**config.mk**
```make
export PLATFORM = sky130hd
export DESIGN_NAME = blit_cmd_arbiter
export DESIGN_NICKNAME = d
export VERILOG_FILES = /design/src/rtl/blit_pkg.sv /design/src/rtl/blit_cmd_fifo.sv /design/src/rtl/blit_cmd_arbiter.sv
export SDC_FILE = /design/constraint.sdc
export NUM_CORES = 2
export LEC_CHECK = 0
export CAP_MARGIN = 20
export CORE_MARGIN = 4
export CORE_UTILIZATION = 40
export DETAILED_ROUTE_END_ITERATION = 8
export DONT_BUFFER_PORTS = 1
export PLACE_DENSITY = 0.51
export SLEW_MARGIN = 20
export SYNTH_ARGS = -nofsm -noshare
export SYNTH_HDL_FRONTEND = slang
export SYNTH_SLANG_ARGS = --single-unit
```
**constraint.sdc**
```tcl
create_clock -name clock -period 13.7 [get_ports clock]
set_input_delay 2.74 -clock clock [delete_from_list [all_inputs] [get_ports clock]]
set_output_delay 2.74 -clock clock [all_outputs]
set_load 0.005 [all_outputs]
```
**src/rtl/blit_pkg.sv**
```systemverilog
// Shared definitions for the blitter command path: opcodes, command word
// layout, FIFO entry format and the arbiter state encoding.
package blit_pkg;

    localparam int CMD_W = 96;
    localparam int LVL_W = 5;

    // Blitter opcodes (byte 0 of the command word)
    localparam logic [7:0] BLIT_NOP        = 8'h00;
    localparam logic [7:0] BLIT_SET_DEST   = 8'h01;
    localparam logic [7:0] BLIT_SET_CLIP   = 8'h02;
    localparam logic [7:0] BLIT_SET_OFFSET = 8'h03;
    localparam logic [7:0] BLIT_SET_COLOR  = 8'h04;
    localparam logic [7:0] BLIT_RECT       = 8'h05;
    localparam logic [7:0] BLIT_SET_FONT   = 8'h06;
    localparam logic [7:0] BLIT_TEXT       = 8'h07;

    // Field positions inside the 96-bit command word
    localparam int OP_OPCODE_LSB = 0;
    localparam int OP_ARG1_LSB   = 32;
    localparam int OP_ARG2_LSB   = 64;

    typedef struct packed {
        logic [31:0] arg2;
        logic [31:0] arg1;
        logic [23:0] rsvd;
        logic [7:0]  opcode;
    } blit_cmd_t;

    typedef struct packed {
        logic      last;
        blit_cmd_t cmd;
    } fifo_entry_t;

    typedef enum logic [1:0] {IDLE, LOAD, PRESENT, HOLD} arb_state_t;

    function automatic blit_cmd_t make_cmd(input logic [7:0] op, input logic [31:0] a1,
                                           input logic [31:0] a2);
        blit_cmd_t c;
        c.opcode = op;
        c.rsvd   = '0;
        c.arg1   = a1;
        c.arg2   = a2;
        return c;
    endfunction

endpackage

```
**src/rtl/blit_cmd_fifo.sv**
```systemverilog
// Per-requester command FIFO: DEPTH entries of {last, cmd}. Flush beats push
// and pop; a push into a full FIFO is dropped and reported on overflow_o.
module blit_cmd_fifo
    import blit_pkg::*;
#(
    parameter int DEPTH = 16
) (
    input  logic             clock,
    input  logic             reset,
    input  logic             push_i,
    input  logic             pop_i,
    input  logic             flush_i,
    input  fifo_entry_t      wdata_i,
    output fifo_entry_t      head_o,
    output logic             empty_o,
    output logic             full_o,
    output logic [LVL_W-1:0] level_o,
    output logic             overflow_o
);

    localparam int AW = (DEPTH > 1) ? $clog2(DEPTH) : 1;
    localparam logic [LVL_W-1:0] FULL_LVL = LVL_W'(DEPTH);

    fifo_entry_t      mem [DEPTH];
    logic [AW-1:0]    wr_ptr_q, rd_ptr_q;
    logic [LVL_W-1:0] level_q, level_d;
    logic             full_q;
    logic             do_push, do_pop;

    // Full is judged on the registered flag, so a same-cycle pop never makes room
    assign do_push    = push_i && !flush_i && !full_q;
    assign do_pop     = pop_i && !flush_i && (level_q != '0);
    assign overflow_o = push_i && !flush_i && full_q;

    // The head is read straight from the array; the arbiter's cmd register is the output stage
    assign head_o  = mem[rd_ptr_q];
    assign empty_o = (level_q == '0);
    assign full_o  = full_q;
    assign level_o = level_q;

    // Occupancy after this cycle's push/pop
    always_comb begin
        level_d = level_q;
        case ({do_push, do_pop})
            2'b10:   level_d = level_q + 1'b1;
            2'b01:   level_d = level_q - 1'b1;
            default: level_d = level_q;
        endcase
    end

    // Storage write; contents need no reset because the pointers define validity
    always_ff @(posedge clock) begin
        if (do_push) mem[wr_ptr_q] <= wdata_i;
    end

    // Pointer, level and full-flag registers
    always_ff @(posedge clock) begin
        if (reset || flush_i) begin
            wr_ptr_q <= '0;
            rd_ptr_q <= '0;
            level_q  <= '0;
            full_q   <= 1'b0;
        end else begin
            if (do_push) wr_ptr_q <= wr_ptr_q + 1'b1;
            if (do_pop)  rd_ptr_q <= rd_ptr_q + 1'b1;
            level_q <= level_d;
            full_q  <= (level_d == FULL_LVL);
        end
    end

endmodule

```
**src/rtl/blit_cmd_arbiter.sv**
```systemverilog
// Round-robin arbiter sharing the blitter command port between NUM_REQ
// requesters. A grant lasts for a whole command group (up to a command marked
// last) so sticky blitter state from different requesters never interleaves.
module blit_cmd_arbiter
    import blit_pkg::*;
#(
    parameter int NUM_REQ      = 2,
    parameter int DEPTH        = 16,
    parameter int HOLD_TIMEOUT = 1024
) (
    input  logic                     clock,
    input  logic                     reset,
    input  logic [NUM_REQ*96-1:0]    req_cmd,
    input  logic [NUM_REQ-1:0]       req_last,
    input  logic [NUM_REQ-1:0]       req_push,
    input  logic [NUM_REQ-1:0]       req_flush,
    output logic [NUM_REQ-1:0]       req_full,
    output logic [NUM_REQ*5-1:0]     req_level,
    output logic [95:0]              cmd,
    output logic                     cmd_valid,
    input  logic                     next_cmd,
    output logic                     grant_valid,
    output logic [1:0]               grant_id,
    output logic [NUM_REQ-1:0]       err_overflow,
    output logic [NUM_REQ-1:0]       err_timeout,
    output logic                     err_protocol,
    input  logic                     err_clear
);

    localparam int IDW   = (NUM_REQ > 1) ? $clog2(NUM_REQ) : 1;
    localparam int CNT_W = $clog2(HOLD_TIMEOUT + 1);
    localparam logic [CNT_W-1:0] TO_LAST = CNT_W'(HOLD_TIMEOUT - 1);

    fifo_entry_t        head [NUM_REQ];
    logic [NUM_REQ-1:0] fifo_empty, fifo_ovf, fifo_pop, avail, timeout_ev;

    arb_state_t         state_q, state_d;
    logic               grant_valid_q, grant_valid_d;
    logic [IDW-1:0]     grant_q, grant_d, rr_q, rr_d, pick, idx;
    blit_cmd_t          cmd_q, cmd_d;
    logic               last_q, last_d, cmd_valid_q, cmd_valid_d;
    logic               flush_pend_q, flush_pend_d;
    logic [CNT_W-1:0]   cnt_q, cnt_d;
    logic               hit;
    logic [NUM_REQ-1:0] err_overflow_q, err_timeout_q;
    logic               err_protocol_q;

    generate
        for (genvar gi = 0; gi < NUM_REQ; gi++) begin : g_fifo
            fifo_entry_t wdata;
            assign wdata = {req_last[gi], req_cmd[gi*CMD_W +: CMD_W]};

            blit_cmd_fifo #(.DEPTH(DEPTH)) u_fifo (
                .clock      (clock),
                .reset      (reset),
                .push_i     (req_push[gi]),
                .pop_i      (fifo_pop[gi]),
                .flush_i    (req_flush[gi]),
                .wdata_i    (wdata),
                .head_o     (head[gi]),
                .empty_o    (fifo_empty[gi]),
                .full_o     (req_full[gi]),
                .level_o    (req_level[gi*LVL_W +: LVL_W]),
                .overflow_o (fifo_ovf[gi])
            );
        end
    endgenerate

    // A FIFO being flushed this cycle is not a candidate for a new grant
    assign avail = ~fifo_empty & ~req_flush;

    // Round-robin scan starting at rr_q, wrapping
    always_comb begin
        hit  = 1'b0;
        pick = '0;
        idx  = '0;
        for (int k = 0; k < NUM_REQ; k++) begin
            idx = IDW'((int'(rr_q) + k) % NUM_REQ);
            if (!hit && avail[idx]) begin
                hit  = 1'b1;
                pick = idx;
            end
        end
    end

    // Next-state logic for grant, command presentation and hold timeout
    always_comb begin
        state_d       = state_q;
        grant_valid_d = grant_valid_q;
        grant_d       = grant_q;
        rr_d          = rr_q;
        cmd_d         = cmd_q;
        last_d        = last_q;
        cmd_valid_d   = cmd_valid_q;
        flush_pend_d  = flush_pend_q;
        cnt_d         = cnt_q;
        fifo_pop      = '0;
        timeout_ev    = '0;
        case (state_q)
            IDLE: begin
                if (hit) begin
                    grant_valid_d = 1'b1;
                    grant_d       = pick;
                    rr_d          = IDW'((int'(pick) + 1) % NUM_REQ);
                    state_d       = LOAD;
                end
            end
            LOAD: begin
                if (req_flush[grant_q]) begin
                    grant_valid_d = 1'b0;
                    state_d       = IDLE;
                end else if (!fifo_empty[grant_q]) begin
                    cmd_d        = head[grant_q].cmd;
                    last_d       = head[grant_q].last;
                    cmd_valid_d  = 1'b1;
                    flush_pend_d = 1'b0;
                    state_d      = PRESENT;
                end else begin
                    cnt_d   = '0;
                    state_d = HOLD;
                end
            end
            PRESENT: begin
                // The blitter is mid-handshake: a flush only takes effect at next_cmd
                if (next_cmd) begin
                    cmd_valid_d = 1'b0;
                    if (flush_pend_q || req_flush[grant_q]) begin
                        grant_valid_d = 1'b0;
                        state_d       = IDLE;
                    end else begin
                        fifo_pop[grant_q] = 1'b1;
                        if (last_q) begin
                            grant_valid_d = 1'b0;
                            state_d       = IDLE;
                        end else begin
                            state_d = LOAD;
                        end
                    end
                end else if (req_flush[grant_q]) begin
                    flush_pend_d = 1'b1;
                end
            end
            HOLD: begin
                if (req_flush[grant_q]) begin
                    grant_valid_d = 1'b0;
                    state_d       = IDLE;
                end else if (req_push[grant_q]) begin
                    cnt_d   = '0;
                    state_d = LOAD;
                end else if (cnt_q == TO_LAST) begin
                    timeout_ev[grant_q] = 1'b1;
                    grant_valid_d       = 1'b0;
                    state_d             = IDLE;
                end else begin
                    cnt_d = cnt_q + 1'b1;
                end
            end
            default: state_d = IDLE;
        endcase
    end

    // Arbiter state registers
    always_ff @(posedge clock) begin
        if (reset) begin
            state_q       <= IDLE;
            grant_valid_q <= 1'b0;
            grant_q       <= '0;
            rr_q          <= '0;
            cmd_q         <= '0;
            last_q        <= 1'b0;
            cmd_valid_q   <= 1'b0;
            flush_pend_q  <= 1'b0;
            cnt_q         <= '0;
        end else begin
            state_q       <= state_d;
            grant_valid_q <= grant_valid_d;
            grant_q       <= grant_d;
            rr_q          <= rr_d;
            cmd_q         <= cmd_d;
            last_q        <= last_d;
            cmd_valid_q   <= cmd_valid_d;
            flush_pend_q  <= flush_pend_d;
            cnt_q         <= cnt_d;
        end
    end

    // Sticky error flags; a new event in the clearing cycle survives the clear
    always_ff @(posedge clock) begin
        if (reset) begin
            err_overflow_q <= '0;
            err_timeout_q  <= '0;
            err_protocol_q <= 1'b0;
        end else begin
            err_overflow_q <= (err_overflow_q & ~{NUM_REQ{err_clear}}) | fifo_ovf;
            err_timeout_q  <= (err_timeout_q & ~{NUM_REQ{err_clear}}) | timeout_ev;
            err_protocol_q <= (err_protocol_q & ~err_clear) | (next_cmd & ~cmd_valid_q);
        end
    end

    assign cmd          = cmd_q;
    assign cmd_valid    = cmd_valid_q;
    assign grant_valid  = grant_valid_q;
    assign grant_id     = 2'(grant_q);
    assign err_overflow = err_overflow_q;
    assign err_timeout  = err_timeout_q;
    assign err_protocol = err_protocol_q;

endmodule

```
# After elaboration in Yosys (flattened, before gate mapping)
# Memories as Yosys holds them, arrays and structs flattened. A register that Yosys moved wholly into a read port is not among the register bits.
# Index checks and enable logic that the tools add are counted.
[totals] register_bits=148 mem_bits_rw=3104 inputBits=202 out_inout_bits=117 word_cells=185 n_memories=2
[classes] add_sub_neg=11 order_cmp=5 n_eq_ne=24 muxes=70 bitwise=16 reduce_logical=34
[memory_table] memory="g_fifo[0].u_fifo.mem" words=16 width=97 rd=1 rd_clocked_by_memory_dff=1 write_ports=1 line="blit_cmd_fifo.sv:24" rtl="fifo_entry_t mem [DEPTH];"
[memory_table] memory="g_fifo[1].u_fifo.mem" words=16 width=97 rd=1 rd_clocked_by_memory_dff=1 write_ports=1 line="blit_cmd_fifo.sv:24"
[op_table] op="97-bit 2-to-1 mux" count=3
[op_table] op="11-bit 2-to-1 mux" count=5
[op_table] op="1-bit 2-to-1 mux" count=37
[op_table] op="2-bit 2-to-1 mux" count=13
[op_table] op="11-bit case mux with 2 select lines" count=1
[op_table] op="5-bit case mux with 2 select lines" count=2
[op_table] op="2-bit != test (second input constant)" count=9
[op_table] op="4-bit by 1-bit adder with 4-bit output (second input constant)" count=4
[op_table] op="4-bit 2-to-1 mux" count=4
[op_table] op="1-bit logical AND" count=12
[op_table] op="3-bit != test (second input constant)" count=4
[op_table] op="11-bit by 1-bit adder with 11-bit output (second input constant)" count=1
[op_table] op="11-bit by 10-bit equality test with 1-bit output (second input constant)" count=1
[op_table] op="5-bit by 1-bit adder with 5-bit output (second input constant)" count=2
[op_table] op="5-bit equality test (second input constant)" count=2
[op_table] op="5-bit zero test" count=2
[op_table] op="5-bit AND reduction" count=2
[op_table] op="5-bit nonzero test" count=2
[op_table] op="5-bit by 1-bit subtractor with 5-bit output (second input constant)" count=2
[op_table] op="2-bit equality test (second input constant)" count=4
[op_table] op="2-bit case mux with 4 select lines" count=1
[op_table] op="2-bit bitwise AND" count=3
[op_table] op="2-bit by 1-bit equality test with 1-bit output (second input constant)" count=3
[op_table] op="1-bit by 2-bit < comparator with 1-bit output (second input constant)" count=3
[op_table] op="21 further kinds" count=38

# Depth between registers and ports, before layout
[depth] depth_word=12 mapped_depth=15 depth_no_buf=14

# By module
# Synthesis repeated with hierarchy kept, for this count alone.
[unflattened] hier_cells=5121 hier_area_um2=123722.4
[modules_own_cells] module="blit_cmd_fifo (g_fifo[0].u_fifo)" n_inst=1 cells_each=2268 area_per_inst_um2=59135.5 seq_area_each_um2=46965.0
[modules_own_cells] module="blit_cmd_fifo (g_fifo[1].u_fifo)" n_inst=1 cells_each=2266 area_per_inst_um2=59087.9 seq_area_each_um2=46965.0
[modules_own_cells] module="blit_cmd_arbiter" n_inst=1 cells_each=587 area_per_inst_um2=5499.0 seq_area_each_um2=2402.3

# Least setup slack after synthesis
# Ideal clock, no wire load.
[synth_timing] path_type="input -> register" start="in req_flush[0]" end="mem g_fifo[0].u_fifo.mem[3][0] in the netlist's numbering, enable pin" arrival_ns=10.019 t_required_ns=13.029 slack_ns=3.010 stages=4 path_buffers=0 path_cell_list="nand2b_1 -> nor2_1 -> nand2_1 -> nor3_1"
[synth_via] elab_chain_len=5
[synth_lines] item="start, declared" line="blit_cmd_arbiter.sv:16" rtl="input logic [NUM_REQ-1:0] req_flush,"
[synth_lines] item="1-bit zero test" line="blit_cmd_fifo.sv:31" rtl="assign do_push = push_i && !flush_i && !full_q;"
[synth_lines] item="1-bit logical AND (2 in a row)" line="blit_cmd_fifo.sv:31"
[synth_lines] item="1-bit 2-to-1 mux" line="blit_cmd_fifo.sv:53" rtl="if (do_push) mem[wr_ptr_q] <= wdata_i;"
[synth_lines] item="1-bit 2-to-1 mux (implied by the code)" line="blit_cmd_fifo.sv:53"
[synth_lines] item="end, declared" line="blit_cmd_fifo.sv:24"
# Every way passes these cells.

# Final worst setup path
[layout_timing] start="in req_flush[0]" end="mem g_fifo[0].u_fifo.mem[11][51] in the netlist's numbering, enable pin"
# Same word-level chain as after synthesis.

==> impl_metrics.toml <==
[logic_synthesis]
synth_flop_cell = "edfxtp_1"
muxShareOfSynthArea_pct = 16.72
synth.avg_cell_area_sq_um = 23.19
synthTopCellsByArea = "edfxtp_1 (75%), mux4_2 (15%), dfxtp_1 (2.5%)"
synthCells = 5362
yosysUniqueCellTypes = 59
synth_top_area_share_pct = 74.97
synth_seq_area_share_pct = 77.48
synth.net_count = 5586
synthXorXnorAreaFrac_pct = 0.1691
synth_edf_count = 3104
synth_top_family_by_area = "multiplexers"
synth_top_cell_by_area = "edfxtp_1"
synthArstFlopShare_pct = 0
synthSimpleGateAreaFrac_pct = 1.686
synth_compound_area_share_pct = 2.331
synth_area_sq_um = 124300
synth_warnings = 0
synthAdderAreaFrac_pct = 0.2214
synth-seq-cells = 3260

[pwr]
swShare_pct = 19.68
ir_drop_v = 0.0001093
combPwrFrac_pct = 0.8
p_int_mw = 16.31
p_per_area_nw_per_um2 = 144.8
power_leakage_nw = 42.29
pwr-share-clk_pct = 45.2
power_frac_seq_pct = 54.0
p_switching_mw = 3.995

[global_route]
grt_pass1_vias = 58273
grt_pass1_wl_mm = 455.0
grt_max_degree = 121
track_usage_pct = 19.98
grt.overflow.total = 0
antenna_found_initial = 7

[route]
avgViaCountPerCell = 5.557
drtPass1Iterations = 5
drc = 0
drt_iter0_drc = 5111
routed_wl_mm = 321.0
ant_nets = 0
routedWlPerCell_um = 32.24
dr_total_vias = 55329

[floorplan]
ios = 319
die_area_sq_um = 319800
die_w_um = 565.5
core_sq_um = 309100
start_util_pct = 40.22
die_h_um = 565.5
std_cell_rows = 204

[setup_path]
critical_path_class = "in2reg"
regToRegEndpoint = "cmd[40]"
crit_path_start_kind = "input pin"
cp_max_fo = 40
rrSetupSlack_ns = 8.68
arrival_ns = 6.52
cp-end-kind = "flip-flop"
required_ns = 14.22
rr_worst_depth = 8

[run_status]
status = "completed"

[clock_network]
worstSkewPairLatency_ns = 0.94
htreeDepth = 5
cts_buffers = 345
root_buffer = "clkbuf_16"
post-cts-setup-buffers = 0
cts_sinks = 3260
cts_tree = "built"
cts_resized = 0
clk_pin_slew_worst_paths_ns = 0.06
postCtsHoldBufs = 0
clockBufferDepth = 4

[sta]
finalHoldViolations = 0
fin_crit_sh_pct = 43.77
rsz0062_at_grt = "false"
hold_ws_ns = 0.4668
fmax_mhz = 166.8
final-max-slew-violation-count = 0
period_needed_ns = 5.996
worst_slew_pin_slew_ns = 1.234
finalClockSkew_ns = 0.06003
slew_headroom_pct = 17.75
setup_violations = 0
finalSetupTns_ns = 0

[layout]
synthToLayoutAreaGrowth_pct = 12.82
post-route-util_pct = 45.38
multi_input_area_sq_um = 26470
ff_latch_area_sq_um = 96360
drive_gt1_share_pct = 25.27
fill_cells = 25690
nNetsFinal = 5729

[min_path]
hold_depth = 2
min_to = "cnt_q[1]"
hold_start = "cnt_q[1]"
hold_class = "reg2reg"

[placed_design]
hpwl_mm = 182.3
io_buffers = 0
gp_congestion = 0.7985

[job]
cap_violations = 0
[synthesized netlist by cell type (2+ instances only)]
master / n
a211o_1: 89
a211oi_1: 190
a21o_1: 7
a21oi_1: 32
a22oi_1: 2
a32o_1: 17
and2_1: 20
and3_1: 14
buf_1: 28
buf_2: 67
buf_4: 41
buf_6: 33
buf_8: 2
clkbuf_1: 134
dfxtp_1: 156
edfxtp_1: 3104
ha_1: 22
inv_1: 16
mux2_2: 9
mux2i_1: 117
mux4_1: 34
mux4_2: 826
nand2_1: 25
nand2b_1: 7
nand3_1: 7
nand3b_1: 4
nand4_1: 4
nor2_1: 62
nor2_2: 2
nor2b_1: 185
nor3_1: 12
nor3b_1: 10
nor4_4: 2
nor4b_1: 3
o21ai_0: 24
o22ai_1: 9
or2_2: 2
xnor2_1: 10
xor2_1: 14
[worst max-delay path by stage]
| stage | from | endpoint | slack (ns) |
|---|---|---|---|
| global route | req_push[1] | g_fifo[1].u_fifo.mem[8][21] | 7.55 |
| detailed placement | req_push[1] | g_fifo[1].u_fifo.mem[8][25] | 6.76 |
| floorplan | req_flush[0] | g_fifo[0].u_fifo.mem[3][0] | 3.01 |
| CTS | req_push[1] | g_fifo[1].u_fifo.mem[8][21] | 7.76 |
| global placement | req_flush[0] | g_fifo[0].u_fifo.mem[11][16] | 6.76 |
| finish | req_flush[0] | g_fifo[0].u_fifo.mem[11][51] | 7.70 |
[cell type report]
type | instances | share of cell area, %
Multi-Input combinational cell | 1780 | 18.88
Timing Repair Buffer | 102 | 0.7244
Sequential cell | 3260 | 68.70
Antenna cell | 38 | 0.06780
Clock buffer | 464 | 6.643
Inverter | 16 | 0.04282
Tap cell | 4120 | 3.675
Clock inverter | 176 | 1.268
[sequential cells by signal (all words and copies together), names as in the netlist, 8 cells and up, named ones only]
register	flops
g_fifo.u_fifo.mem	3104
cmd	96
cnt_q	11
g_fifo.u_fifo.level_o	10
g_fifo.u_fifo.rd_ptr_q	8
g_fifo.u_fifo.wr_ptr_q	8
[stage by stage]
stage	instance area (sq um)	std cells	worst slack (ns)	power, mW
after floorplan	124300	5362	3.010	11.27
after global placement	129000	9275	6.756	11.34
after detailed placement	129100	9278	6.756	11.34
after CTS	140200	9918	7.760	20.52
after global routing	140300	9955	7.554	20.97
final	140300	9956	7.704	20.30
[cell usage in the layout (no fill, tap or decap), drive strengths merged, types with 3 or more instances in the layout]
| cell type | n |
|---|---|
| nor3 | 12 |
| nand2 | 25 |
| ha | 22 |
| nor3b | 10 |
| dfxtp | 156 |
| inv | 32 |
| a32o | 17 |
| clkbuf | 464 |
| mux2i | 118 |
| o21ai | 24 |
| nand3 | 7 |
| a21o | 7 |
| mux2 | 9 |
| bufinv | 26 |
| mux4 | 860 |
| o22ai | 9 |
| xnor2 | 10 |
| clkinv | 126 |
| and2 | 20 |
| a211o | 89 |
| a21oi | 32 |
| nor2b | 185 |
| and3 | 14 |
| diode | 38 |
| edfxtp | 3104 |
| nor4b | 3 |
| nor2 | 64 |
| nand3b | 4 |
| clkinvlp | 8 |
| nand2b | 7 |
| xor2 | 14 |
| a211oi | 190 |
| buf | 102 |
| nand4 | 4 |
[power groups by stage]
stage	logic (mW)	clock network (mW)	registers (mW)
6_report	0.161	9.18	11.0
5_1_grt	0.172	9.84	11.0
4_1_cts	0.168	9.39	11.0
3_5_place_dp	0.167	0	11.2
3_3_place_gp	0.167	0	11.2
2_1_floorplan	0.101	0	11.2
[cells by family after synthesis]
kind of cell / Yosys count
DFF: 3260
muxes: 987
AOI/OAI and AO/OA: 383
and+or+nand+nor: 363
xor gates and xnor gates: 24
adders and majority gates: 22
buffers and inverters: 322
other: 1
[per-layer routing]
| metal | up-vias | routed length [um] | track usage (%) |
|---|---|---|---|
| li1 | 23268 | - | - |
| met1 | 30345 | 131500 | 26.39 |
| met2 | 1343 | 161400 | 33.53 |
| met3 | 373 | 20470 | 4.623 |
| met4 | 0 | 7683 | 5.200 |
| met5 | - | 0 | 0 |
[worst max-delay path, stage by stage]
cell      delay (ns)
nand2b_1        0.15
nor2_1          0.63
nand2_1         0.43
nor2_4          0.93
buf_4           0.78
buf_4           0.69
Note: power is estimated with default switching activity, not from simulation.
